## src/rtl/definitions.sv

```systemverilog
// Shared types for the run sequencer: instruction opcodes, ALU operations and
// sequencer states.
package definitions;

  typedef enum logic [3:0] {
    OpAdd     = 4'h0,
    OpSub     = 4'h1,
    OpAnd     = 4'h2,
    OpOr      = 4'h3,
    OpXor     = 4'h4,
    OpShl     = 4'h5,
    OpShr     = 4'h6,
    OpAddi    = 4'h7,
    OpLd      = 4'h8,
    OpSt      = 4'h9,
    OpBrz     = 4'hA,
    OpBrnz    = 4'hB,
    OpJmp     = 4'hC,
    OpJr      = 4'hD,
    OpSetpc   = 4'hE,
    OpSpecial = 4'hF
  } opcode_t;

  typedef enum logic [2:0] {
    AluAdd  = 3'd0,
    AluSub  = 3'd1,
    AluAnd  = 3'd2,
    AluOr   = 3'd3,
    AluXor  = 3'd4,
    AluShl  = 3'd5,
    AluShr  = 3'd6,
    AluPass = 3'd7
  } alu_op_t;

  // OpSpecial with this fcode is HALT; the other value is NOP.
  localparam logic HALT_FCODE = 1'b1;

  typedef enum logic [2:0] {
    IDLE,
    INIT,
    RUN,
    DONE_ST,
    TIMEOUT
  } seq_state_t;

endpackage

```

## src/rtl/ctrl_decode.sv

```systemverilog
// Combinational opcode/fcode decoder producing the datapath control strobes;
// every strobe is held at zero while enable_i is low.
module ctrl_decode
  import definitions::*;
(
  input  logic       enable_i,
  input  logic [3:0] opcode_i,
  input  logic       fcode_i,
  output logic       branch_rel_nz_o,
  output logic       branch_rel_z_o,
  output logic       branch_abs_o,
  output logic       reg_write_en_o,
  output logic       reg_sel_o,
  output logic       lut_in_o,
  output logic       mem_to_reg_o,
  output logic       alu_src_o,
  output logic       alu_sc_in_o,
  output logic       read_mem_o,
  output logic       write_mem_o,
  output logic [2:0] alu_op_o
);

  alu_op_t alu_op;

  always_comb begin
    branch_rel_nz_o = 1'b0;
    branch_rel_z_o  = 1'b0;
    branch_abs_o    = 1'b0;
    reg_write_en_o  = 1'b0;
    reg_sel_o       = 1'b0;
    lut_in_o        = 1'b0;
    mem_to_reg_o    = 1'b0;
    alu_src_o       = 1'b0;
    alu_sc_in_o     = 1'b0;
    read_mem_o      = 1'b0;
    write_mem_o     = 1'b0;
    alu_op          = AluAdd;
    if (enable_i) begin
      unique case (opcode_t'(opcode_i))
        OpAdd:  begin alu_op = AluAdd; reg_write_en_o = 1'b1; end
        OpSub:  begin alu_op = AluSub; reg_write_en_o = 1'b1; end
        OpAnd:  begin alu_op = AluAnd; reg_write_en_o = 1'b1; end
        OpOr:   begin alu_op = AluOr;  reg_write_en_o = 1'b1; end
        OpXor:  begin alu_op = AluXor; reg_write_en_o = 1'b1; end
        OpShl:  begin alu_op = AluShl; reg_write_en_o = 1'b1; alu_sc_in_o = fcode_i; end
        OpShr:  begin alu_op = AluShr; reg_write_en_o = 1'b1; alu_sc_in_o = fcode_i; end
        OpAddi: begin alu_op = AluAdd; reg_write_en_o = 1'b1; alu_src_o = 1'b1; end
        OpLd: begin
          read_mem_o     = 1'b1;
          mem_to_reg_o   = 1'b1;
          reg_write_en_o = 1'b1;
        end
        OpSt:    write_mem_o = 1'b1;
        OpBrz:   begin branch_rel_z_o = 1'b1;  alu_op = AluSub; end
        OpBrnz:  begin branch_rel_nz_o = 1'b1; alu_op = AluSub; end
        OpJmp:   branch_abs_o = 1'b1;
        OpJr:    begin branch_abs_o = 1'b1; lut_in_o = 1'b1; end
        OpSetpc: begin reg_sel_o = 1'b1; reg_write_en_o = 1'b1; end
        // NOP and HALT both leave every strobe idle.
        OpSpecial: begin end
        default: begin end
      endcase
    end
  end

  assign alu_op_o = alu_op;

endmodule

```

## src/rtl/run_sequencer.sv

```systemverilog
// Run controller: holds the datapath in init, releases it on GO, decodes each
// instruction into strobes, counts RUN cycles and detects completion/timeout.
module run_sequencer
  import definitions::*;
#(
  parameter int unsigned INIT_CYCLES = 2,
  parameter int unsigned CNT_W       = 16,
  parameter int unsigned MAX_CYCLES  = 32'hFFFF
) (
  input  logic             CLK,
  input  logic             reset,
  input  logic             GO,
  input  logic [3:0]       opcode,
  input  logic             fcode,
  input  logic             DP_DONE,
  output logic             START,
  output logic             CTRL_branch_rel_nz,
  output logic             CTRL_branch_rel_z,
  output logic             CTRL_branch_abs,
  output logic             CTRL_reg_write_en,
  output logic             CTRL_reg_sel,
  output logic             CTRL_lut_in,
  output logic             CTRL_mem_to_reg,
  output logic             CTRL_alu_src,
  output logic             CTRL_alu_sc_in,
  output logic             CTRL_read_mem,
  output logic             CTRL_write_mem,
  output logic [2:0]       CTRL_alu_op,
  output logic             BUSY,
  output logic             FINISHED,
  output logic             TIMED_OUT,
  output logic [CNT_W-1:0] CYCLES
);

  localparam int unsigned      InitW     = (INIT_CYCLES > 1) ? $clog2(INIT_CYCLES) : 1;
  localparam logic [InitW-1:0] LastInit  = InitW'(INIT_CYCLES - 1);
  localparam logic [CNT_W-1:0] LastCycle = CNT_W'(MAX_CYCLES - 1);

  seq_state_t       state_q;
  logic [InitW-1:0] init_cnt_q;
  logic [CNT_W-1:0] cycles_q;
  logic             start_q, busy_q, finished_q, timed_out_q;
  logic             is_halt;

  assign is_halt = (opcode_t'(opcode) == OpSpecial) && (fcode == HALT_FCODE);

  always_ff @(posedge CLK or posedge reset) begin
    if (reset) begin
      state_q     <= IDLE;
      init_cnt_q  <= '0;
      cycles_q    <= '0;
      start_q     <= 1'b1;
      busy_q      <= 1'b0;
      finished_q  <= 1'b0;
      timed_out_q <= 1'b0;
    end else begin
      unique case (state_q)
        IDLE, DONE_ST, TIMEOUT: begin
          if (GO) begin
            state_q     <= INIT;
            init_cnt_q  <= '0;
            cycles_q    <= '0;
            start_q     <= 1'b1;
            busy_q      <= 1'b1;
            finished_q  <= 1'b0;
            timed_out_q <= 1'b0;
          end
        end
        INIT: begin
          if (init_cnt_q == LastInit) begin
            state_q <= RUN;
            start_q <= 1'b0;
          end else begin
            init_cnt_q <= init_cnt_q + InitW'(1);
          end
        end
        RUN: begin
          if (cycles_q != '1) cycles_q <= cycles_q + CNT_W'(1);
          // Completion wins over the watchdog when both land on the same cycle.
          if (DP_DONE || is_halt) begin
            state_q    <= DONE_ST;
            busy_q     <= 1'b0;
            finished_q <= 1'b1;
          end else if (cycles_q == LastCycle) begin
            state_q     <= TIMEOUT;
            busy_q      <= 1'b0;
            timed_out_q <= 1'b1;
          end
        end
        default: state_q <= IDLE;
      endcase
    end
  end

  ctrl_decode u_ctrl_decode (
    .enable_i        (state_q == RUN),
    .opcode_i        (opcode),
    .fcode_i         (fcode),
    .branch_rel_nz_o (CTRL_branch_rel_nz),
    .branch_rel_z_o  (CTRL_branch_rel_z),
    .branch_abs_o    (CTRL_branch_abs),
    .reg_write_en_o  (CTRL_reg_write_en),
    .reg_sel_o       (CTRL_reg_sel),
    .lut_in_o        (CTRL_lut_in),
    .mem_to_reg_o    (CTRL_mem_to_reg),
    .alu_src_o       (CTRL_alu_src),
    .alu_sc_in_o     (CTRL_alu_sc_in),
    .read_mem_o      (CTRL_read_mem),
    .write_mem_o     (CTRL_write_mem),
    .alu_op_o        (CTRL_alu_op)
  );

  assign START     = start_q;
  assign BUSY      = busy_q;
  assign FINISHED  = finished_q;
  assign TIMED_OUT = timed_out_q;
  assign CYCLES    = cycles_q;

endmodule

```

## config.mk

```make
export PLATFORM = sky130hd
export DESIGN_NAME = run_sequencer
export DESIGN_NICKNAME = d
export VERILOG_FILES = /design/src/rtl/definitions.sv /design/src/rtl/ctrl_decode.sv /design/src/rtl/run_sequencer.sv
export SDC_FILE = /design/constraint.sdc
export NUM_CORES = 1
export LEC_CHECK = 0
export CORE_MARGIN = 2
export CORE_UTILIZATION = 47
export DETAILED_ROUTE_END_ITERATION = 16
export GPL_ROUTABILITY_DRIVEN = 0
export PLACE_DENSITY = 0.79
export RECOVER_POWER = 50
export SETUP_SLACK_MARGIN = 0.1
export SLEW_MARGIN = 0
export SYNTH_ARGS = -nofsm -noshare
export SYNTH_HDL_FRONTEND = slang
export SYNTH_SLANG_ARGS = --single-unit
```

## constraint.sdc

```tcl
create_clock -name CLK -period 2.75 [get_ports CLK]
set_clock_uncertainty 0.05 [all_clocks]
set_input_delay 0.6875 -clock CLK [delete_from_list [all_inputs] [get_ports CLK]]
set_output_delay 0.6875 -clock CLK [all_outputs]
set_load 0.01 [all_outputs]
```

Word-level counts from Yosys, hierarchy flattened

Cells that the tools add are included.

Output and inout bits: 34
Flip-flop bits (word level): 24
Bits of input ports: 9
Logic and storage cells: 99

Muxes and demuxes: 44
Add/sub/neg operators: 2
Reductions and logical operators: 18
Eq/ne operators: 28

Operator list:

| cell                                                                   | number |
|---|---|
| 4-bit equality test (second input constant)                            | 8 |
| 16-bit two-way mux                                                     | 2 |
| 16-bit case mux with 2 select lines                                    | 1 |
| 1-bit two-way mux                                                      | 29 |
| 3-bit case mux with 6 select lines                                     | 1 |
| 16-bit by 1-bit adder with 16-bit output (second input constant)       | 1 |
| 16-bit equality test (second input constant)                           | 1 |
| 4-bit by 3-bit equality test with 1-bit output (second input constant) | 4 |
| 16-bit inequality test (second input constant)                         | 1 |
| 3-bit two-way mux                                                      | 5 |
| 3-bit AND reduction                                                    | 5 |
| 2-bit inequality test (second input constant)                          | 6 |
| 1-bit case mux with 2 select lines                                     | 5 |
| 10-bit OR reduction                                                    | 1 |
| 3-bit case mux with 3 select lines                                     | 1 |
| 4-bit by 2-bit equality test with 1-bit output (second input constant) | 2 |
| 3-bit by 2-bit equality test with 1-bit output (second input constant) | 2 |
| 3-bit OR reduction                                                     | 2 |
| 4-bit by 1-bit equality test with 1-bit output (second input constant) | 1 |
| 4-bit zero test                                                        | 1 |
| 4-bit AND reduction                                                    | 1 |
| 2-bit nonzero test                                                     | 2 |
| 2-bit OR reduction                                                     | 2 |
| 3-bit by 1-bit equality test with 1-bit output (second input constant) | 1 |
| other kinds (7)                                                        | 7 |

Logic depth before layout (Yosys ltp)

Gate-level depths: netlist of the first run.

Depth in word-level cells: 5
Mapped depth: 7
Mapped depth without buffers: 6

Hierarchy

Synthesis of the first run repeated with hierarchy kept, for this count alone.

Cells, all modules: 172
Area total of the unflattened synthesis: 1580.3 sq um

By module, submodules not included:

| module        | instances | cells an instance | seq. area each (sq um) | area each (sq um) |
|---|---|---|---|---|
| run_sequencer | 1         | 144               | 601.8                  | 1397.6 |
| ctrl_decode   | 1         | 28                | 0.0                    | 182.7 |

Worst setup path before layout of the first run

OpenSTA, ideal clock, no wires.

Path kind: register -> output
Start point: reg state_q[2]
End point: out CTRL_read_mem
Data required time: 2.013 ns
Data arrival time: 1.809 ns
Path buffers: 3
Path slack: 0.203 ns
Stages on the path, launching flop included: 6
Path through: dfrtp_1 > or3b_1 > buf_2 > clkbuf_1 > nor4_1 > buf_4

Word-level cells in the longest chain between the ends: 2

RTL lines:

| what                                           | RTL line            | RTL |
|---|---|---|
| start, declared                                | run_sequencer.sv:39 | `seq_state_t state_q;` |
| start signal, assigned                         | run_sequencer.sv:49 | `state_q <= IDLE;` |
| start signal, assigned                         | run_sequencer.sv:60 | `state_q <= INIT;` |
| start signal, assigned                         | run_sequencer.sv:71 | `state_q <= RUN;` |
| 3-bit by 2-bit equality test with 1-bit output | run_sequencer.sv:96 | `.enable_i (state_q == RUN),` |
| 1-bit two-way mux                              | -                   |  |
| end, declared                                  | run_sequencer.sv:26 | `output logic CTRL_read_mem,` |

No other way between the ends.

Worst setup path in the final report of the first run

Start point: in GO
End point: reg cycles_q[15], in the netlist CYCLES[15]

Word-level cells in the longest chain between the ends: 2

RTL lines:

| what                            | RTL line            | RTL |
|---|---|---|
| start, declared                 | run_sequencer.sv:12 | `input logic GO,` |
| 2-bit inequality test (no line) | -                   |  |
| 3-bit AND reduction (no line)   | -                   |  |
| end signal, assigned            | run_sequencer.sv:78 | `if (cycles_q != '1) cycles_q <= cycles_q + CNT_W'(1);` |
| end, declared                   | run_sequencer.sv:41 | `logic [CNT_W-1:0] cycles_q;` |

No other way between the ends.
A chain may end at the register's enable or synchronous reset.

==> flow_summary.json, run 1 <==
{
  "timing.reg2reg.setup_slack_ns": 0.24,
  "grt_max_degree": 25,
  "dp_hpwl_mm": 3.12,
  "power_density_nw_per_um2": 613,
  "ios": 43,
  "clock_latency_ns": 0.32,
  "setup_ws_ns": 0.237,
  "rsz0062_at_grt": "false",
  "drive_above_1_share": 0.0901,
  "period_needed_ns": 2.51,
  "clk_pin_slew_worst_paths_ns": 0.13,
  "finalSetupViolCount": 0,
  "maxCapViolCount": 0,
  "hold_viol_final": 0,
  "r2r_start": "state_q[2]$_DFFE_PP0P_",
  "hold_ws_ns": 0.438,
  "area.growth.synth_to_final_pct": 34.0,
  "outcome": "finished, final reports clean",
  "path_class": "input pin to register",
  "grt_pass1_vias": 1579,
  "htreeDepth": 1,
  "dp_slack_ns": -0.316,
  "synth-main-ff-cell": "dfrtp_1",
  "cp_cell_sequence": "dlygate4sd3_1 -> or3b_1 -> o21ai_2 -> nand3_1 -> or4_1 -> a21oi_1",
  "antenna_found_initial": 0,
  "synth_cells": 184,
  "syn-num-nets": 195,
  "netlist_area_um2": 1530,
  "slowest_stage": "or4_1",
  "max_slew.worst_pin.slew_ns": 1.36,
  "grt_pass1_wl_mm": 6.97,
  "cts_tree": "done",
  "die_area_um2": 3720,
  "numCtsBuffers": 3,
  "num_antenna_cells": 0,
  "clock_path_buffers": 2,
  "fmax_ghz": 0.398,
  "postPlaceCellArea_um2": 2050,
  "relSlewSlack": 0.0921,
  "via_per_inst": 5.88,
  "drv_slew": 0,
  "synth_area_per_cell_um2": 8.30,
  "postCtsHoldBufs": 0,
  "crit_path_end_kind": "register",
  "layout_common_cells": "dfrtp_1, nor2_1, nand2_1, dlygate4sd2_1, clkdlybuf4s50_1",
  "finalNonFillerCells": 277,
  "ys_ff_latch": 24,
  "min_period_over_period": 0.914,
  "numPlacedInstances": 272,
  "reg2reg_depth": 6,
  "post-route-drc-count": 0,
  "ant_nets": 0,
  "fp.coreArea_um2": 3080,
  "cp-startpoint": "GO",
  "stdcell_area_um2": 2050,
  "yosys_warnings": 0,
  "wl_per_cell_um": 15.3,
  "synth_edf_count": 0,
  "min_path_type": "register to register",
  "grt-ovfl-total": 0,
  "required_ns": 2.94,
  "die_h_um": 61.0,
  "worstPathMaxFanout": 8,
  "reg2reg_to": "CYCLES[7]$_DFFE_PP0P_",
  "tns_ns": 0,
  "drtPass1Iterations": 4,
  "synth_cell_types": 48,
  "critPathLaunchType": "input pin",
  "drt_wl_total_mm": 4.24,
  "ys_async_sr_fraction": 1.00,
  "place.port_buffers": 42,
  "nNetsFinal": 245,
  "first_iter_violations": 87,
  "start_util": 0.496,
  "die_x_um": 61.0,
  "ir_worst_vdd_v": 0.000309,
  "fillCellCount": 280,
  "synth-seq-area-share": 0.394,
  "grtUsageTotal": 0.249,
  "max_stage_delay_ns": 0.56,
  "cts_num_sinks": 24,
  "p_leak_nw": 0.920,
  "vias": 1630,
  "num_rows": 20,
  "crit_path_end": "CYCLES[15]$_DFFE_PP0P_",
  "cts-root-buf": "clkbuf_4",
  "critPathArrivalTime_ns": 2.70
}
## routing by layer
layer / vias up / routed length [µm] / global-route usage
met3: 11 / 254 / 0.0362
li1: 764 / - / -
met4: 0 / 84 / 0.0932
met2: 80 / 2130 / 0.445
met1: 775 / 1770 / 0.301
met5: - / 0 / 0
## power breakdown
part           internal (W)  switching (W)  total [W]
logic              0.000255       0.000359   0.000614
clock network     0.0000568       0.000111   0.000168
registers          0.000418      0.0000536   0.000472
total              0.000730       0.000523    0.00125
## kinds of logic after synthesis
kind of cell             share of synthesized area
AND/OR/NAND/NOR                              0.280
XOR/XNOR                                    0.0230
flip-flops                                   0.394
buffers and inverters                       0.0598
multiplexers                               0.00656
adder cells (fa/ha/maj)                     0.0164
AO/OA/AOI/OAI                                0.220
## state kept, by name, summed over array words and instances (netlist names)
register	cells
state_q	3
init_cnt_q	1
BUSY	1
FINISHED	1
TIMED_OUT	1
CYCLES	16
START	1
## synth_stat cells, drive strengths merged, types with 4 or more instances
library cell | count | share of area
inv | 10 | 0.025
nand4 | 4 | 0.016
a21oi | 8 | 0.026
dfrtp | 23 | 0.38
nor2 | 23 | 0.057
or4 | 8 | 0.042
nor3 | 7 | 0.023
nand3 | 8 | 0.026
o31ai | 5 | 0.025
nand2 | 20 | 0.049
clkbuf | 8 | 0.020
o21ai | 12 | 0.042
## repair_timing
| action | CTS | global route |
|---|---|---|
| buffers inserted | 1 | 0 |
| setup endpoints to repair | 14 | 1 |
| gates resized for setup | 22 | 2 |
| endpoints found under the hold margin | 0 | 0 |
## layout make-up
type,count,area (µm²),share of cell area
Clock buffer,4,26.3,0.0128
Inverter,10,37.5,0.0183
Multi-Input combinational cell,139,842,0.412
Sequential cell,24,602,0.294
Tap cell,44,55.1,0.0269
Timing Repair Buffer,56,483,0.236
## per-stage QoR
| stage | power (W) | utilization |
|---|---|---|
| 6_report | 0.00125 | 0.665 |
| 5_1_grt | 0.00133 | 0.665 |
| 4_1_cts | 0.00128 | 0.672 |
| 3_5_place_dp | 0.00111 | 0.665 |
| 3_3_place_gp | 0.00109 | 0.665 |
| 2_1_floorplan | 0.000841 | - |
## how the worst min path moves through the flow
stage / startpoint / end / slack (ns) / cells past startpoint
2_1_floorplan: init_cnt_q$_DFFE_PP0P_ / init_cnt_q$_DFFE_PP0P_ / 0.43 / 2
3_3_place_gp: TIMED_OUT$_DFFE_PP0P_ / TIMED_OUT$_DFFE_PP0P_ / 0.41 / 2
3_5_place_dp: TIMED_OUT$_DFFE_PP0P_ / TIMED_OUT$_DFFE_PP0P_ / 0.41 / 2
4_1_cts: TIMED_OUT$_DFFE_PP0P_ / TIMED_OUT$_DFFE_PP0P_ / 0.45 / 2
5_1_grt: TIMED_OUT$_DFFE_PP0P_ / TIMED_OUT$_DFFE_PP0P_ / 0.48 / 2
6_report: TIMED_OUT$_DFFE_PP0P_ / TIMED_OUT$_DFFE_PP0P_ / 0.44 / 2
## worst max-delay path: cells and delay by family
kind            cells  cell delay (ns)
compound gates      2             0.27
buf+inv             1             0.55
simple gates        3             1.20
(Power assumes the default switching activity.)
==> run 2, diff against run 1 <==
Settings changed: ABC_AREA from default to 1, CORE_UTILIZATION 47 to 49, PLACE_DENSITY 0.79 to 0.8.
==> run 2 against run 1 <==
Compared with the run above:
- sequential power decreased by 1%
- sequential cell count unchanged
- synthesized cell count increased by 29%
- sequential share of layout area decreased by 1.7 points
- critical endpoint is now CTRL_write_mem
- clock power increased by 13%
- count of clock-buffer cells in the layout unchanged
- setup slack got worse by 0.0067 ns
- fmax decreased by 0.27%
==> flow_summary.json, run 2 <==
{
  "cts-root-buf": "clkbuf_4",
  "synth_mux_area_frac": 0,
  "drive_above_1_share": 0.135,
  "netlist_area_um2": 1640,
  "pwr-share-comb": 0.450,
  "min_path_type": "register to register",
  "grt_pass1_wl_mm": 6.64,
  "min_period_over_period": 0.916,
  "ant_nets": 0,
  "num_rows": 21,
  "power_density_nw_per_um2": 550,
  "layout_common_cells": "nand2_1, nor2_1, dfrtp_1, inv_1, nand3_1",
  "rsz0062_at_grt": "false",
  "grtUsageTotal": 0.229,
  "synthXorXnorAreaFrac": 0.0427,
  "reg2reg_to": "CYCLES[3]$_DFFE_PP0P_",
  "fmax_ghz": 0.397,
  "ios": 43,
  "required_ns": 2.01,
  "critPathArrivalTime_ns": 1.78,
  "antenna_found_initial": 0,
  "grt-ovfl-total": 0,
  "wl_per_cell_um": 12.0,
  "max_slew.worst_pin.slew_ns": 0.791,
  "cts_num_sinks": 24,
  "pwr-share-clk": 0.159,
  "postCtsHoldBufs": 0,
  "min_to": "BUSY$_DFFE_PP0P_",
  "switching_share": 0.427,
  "path_class": "input pin to output pin",
  "clock_latency_ns": 0.32,
  "start_util": 0.500,
  "cts_tree": "done",
  "period_needed_ns": 2.52,
  "synth_top_area_frac": 0.351,
  "grt_max_degree": 25,
  "max_stage_delay_ns": 0.32,
  "cp_common_cell": "dlygate4sd2_1",
  "maxCapViolCount": 0,
  "drtPass1Iterations": 5,
  "internal_power_w": 0.000683,
  "hold_path_depth": 2,
  "synth-main-ff-cell": "dfrtp_1",
  "switchingPower_w": 0.000509,
  "slowest_stage": "dlygate4sd2_1",
  "first_iter_violations": 87,
  "outcome": "finished, final reports clean",
  "vias": 1717,
  "largest_register_ffs": 16,
  "crit_path_end_kind": "output pin",
  "finalSetupViolCount": 0,
  "yosys_warnings": 0,
  "p_leak_nw": 1.06,
  "synth_common_cells": "nand2_1, nor2_1, inv_1, dfrtp_1, nand3_1",
  "synthSimpleGateAreaFrac": 0.387,
  "setup_ws_ns": 0.231,
  "htreeDepth": 1,
  "critPathLaunchType": "input pin",
  "fp.coreArea_um2": 3280,
  "die_h_um": 61.9,
  "drv_slew": 0,
  "synth_cell_types": 29,
  "min_from": "BUSY$_DFFE_PP0P_",
  "synthAdderAreaFrac": 0.0152,
  "syn-num-nets": 249,
  "synth_edf_count": 0,
  "p_seq_frac": 0.391,
  "hold_viol_final": 0,
  "drt_wl_total_mm": 4.01,
  "synth.most_common_cell": "nand2_1",
  "synth_compound_area_frac": 0.104,
  "numPlacedInstances": 329,
  "clock_path_buffers": 2,
  "area.growth.synth_to_final_pct": 32.1,
  "ir_worst_vdd_v": 0.000305,
  "synth_area_per_cell_um2": 6.90,
  "die_area_um2": 3830,
  "numCtsBuffers": 3,
  "ys_top_cells_by_area": "dfrtp_1, nand2_1, nor2_1",
  "grt_pass1_vias": 1576,
  "nNetsFinal": 300,
  "crit_family": "buffers and inverters",
  "clk_pin_slew_worst_paths_ns": 0.13,
  "cp_cell_sequence": "dlygate4sd2_1 -> inv_1 -> nor2_2 -> nand2_1 -> nor3_1 -> dlygate4sd2_1",
  "post-route-drc-count": 0,
  "place.port_buffers": 42,
  "reg2reg_depth": 11,
  "synth-seq-area-share": 0.367,
  "relSlewSlack": 0.473,
  "synth_cells": 238,
  "ys_ff_latch": 24,
  "synth_top_area_cell": "dfrtp_1",
  "die_x_um": 61.9,
  "worstPathMaxFanout": 6,
  "finalNonFillerCells": 334,
  "crit_buf_inv": 3,
  "final_common_cell": "nand2_1",
  "dp_slack_ns": -0.304,
  "synth_top_family_by_area": "simple AND/OR/NAND/NOR gates",
  "timing.reg2reg.setup_slack_ns": 0.71,
  "r2r_start": "state_q[0]$_DFFE_PP0P_",
  "via_per_inst": 5.14,
  "dp_hpwl_mm": 3.02,
  "ys_async_sr_fraction": 1.00,
  "num_antenna_cells": 0
}
-- run 2: metal layers --
layer	part of all wire	GRT usage
met1	0.42	0.271
met4	0.020	0.0760
met3	0.064	0.0414
met2	0.49	0.415
met5	0	0
-- run 2: area by class of cell --
| type | instances | area [µm²] |
|---|---|---|
| Timing Repair Buffer | 52 | 464 |
| Fill cell | 303 | 1120 |
| Sequential cell | 24 | 602 |
| Tap cell | 46 | 57.6 |
| Clock buffer | 4 | 36.3 |
| Inverter | 25 | 93.8 |
| Multi-Input combinational cell | 183 | 915 |
-- run 2: what timing repair did --
| action | 4_1_cts | 5_1_grt |
|---|---|---|
| pin swaps | 1 | 0 |
| gates resized for setup | 26 | 9 |
| endpoints found under the setup margin | 14 | 6 |
| setup buffers | 1 | 0 |
-- run 2: worst max path at each step --
stage	startpoint	to	slack, ns	depth (start not counted)
after floorplan	opcode[1]	CTRL_alu_op[1]	0.44	3
after global placement	opcode[1]	CTRL_alu_op[1]	-0.24	4
after detailed placement	opcode[1]	CTRL_alu_op[1]	-0.30	4
after CTS	opcode[1]	CTRL_alu_op[1]	-0.001	4
after global routing	state_q[0]$_DFFE_PP0P_	CTRL_alu_sc_in	0.15	7
final	opcode[3]	CTRL_write_mem	0.23	6
-- run 2: cells by family (layout without fill, tap and decap cells) --
kind of cell / count (synthesis) / after routing
simple gates: 148 / 148
buf+inv: 31 / 81
compound gates: 25 / 25
flops: 24 / 24
xor+xnor: 8 / 8
fa+ha+maj: 2 / 2
-- run 2: power groups by stage --
stage / sequential [W] / combinational (W) / clock [W]
final: 0.000467 / 0.000536 / 0.000189
after global routing: 0.000475 / 0.000607 / 0.000209
after CTS: 0.000467 / 0.000543 / 0.000189
after detailed placement: 0.000474 / 0.000549 / 0
after global placement: 0.000470 / 0.000537 / 0
after floorplan: 0.000476 / 0.000370 / 0
-- run 2: worst register-to-register path, cell delays in order (launching register included) --
cell and delay (ns):
dfrtp_1 0.41, inv_1 0.10, nand2_2 0.07, nor2_2 0.22
inv_2 0.13, buf_4 0.22, nor2_1 0.11, nand2_1 0.06
nand2_2 0.34, inv_1 0.12, nand2_1 0.09, nand2_1 0.05
-- run 2: through the flow --
step	hold slack [ns]	total power [W]	TNS (ns)	util	cell area, µm²
finish	0.430	0.00119	0	0.660	2170
global route	0.465	0.00129	0	0.660	2170
CTS	0.438	0.00120	-0.00111	0.661	2170
global placement	0.405	0.00101	-2.49	0.652	2140
detailed placement	0.408	0.00102	-2.91	0.652	2140
floorplan	0.392	0.000847	0	-	1640
==> run 3, diff against run 2 <==
Settings changed: SLEW_MARGIN 0 to 30.
==> results of run 3 <==
The final DEF is identical to that of run 2; final timing and power are the same.
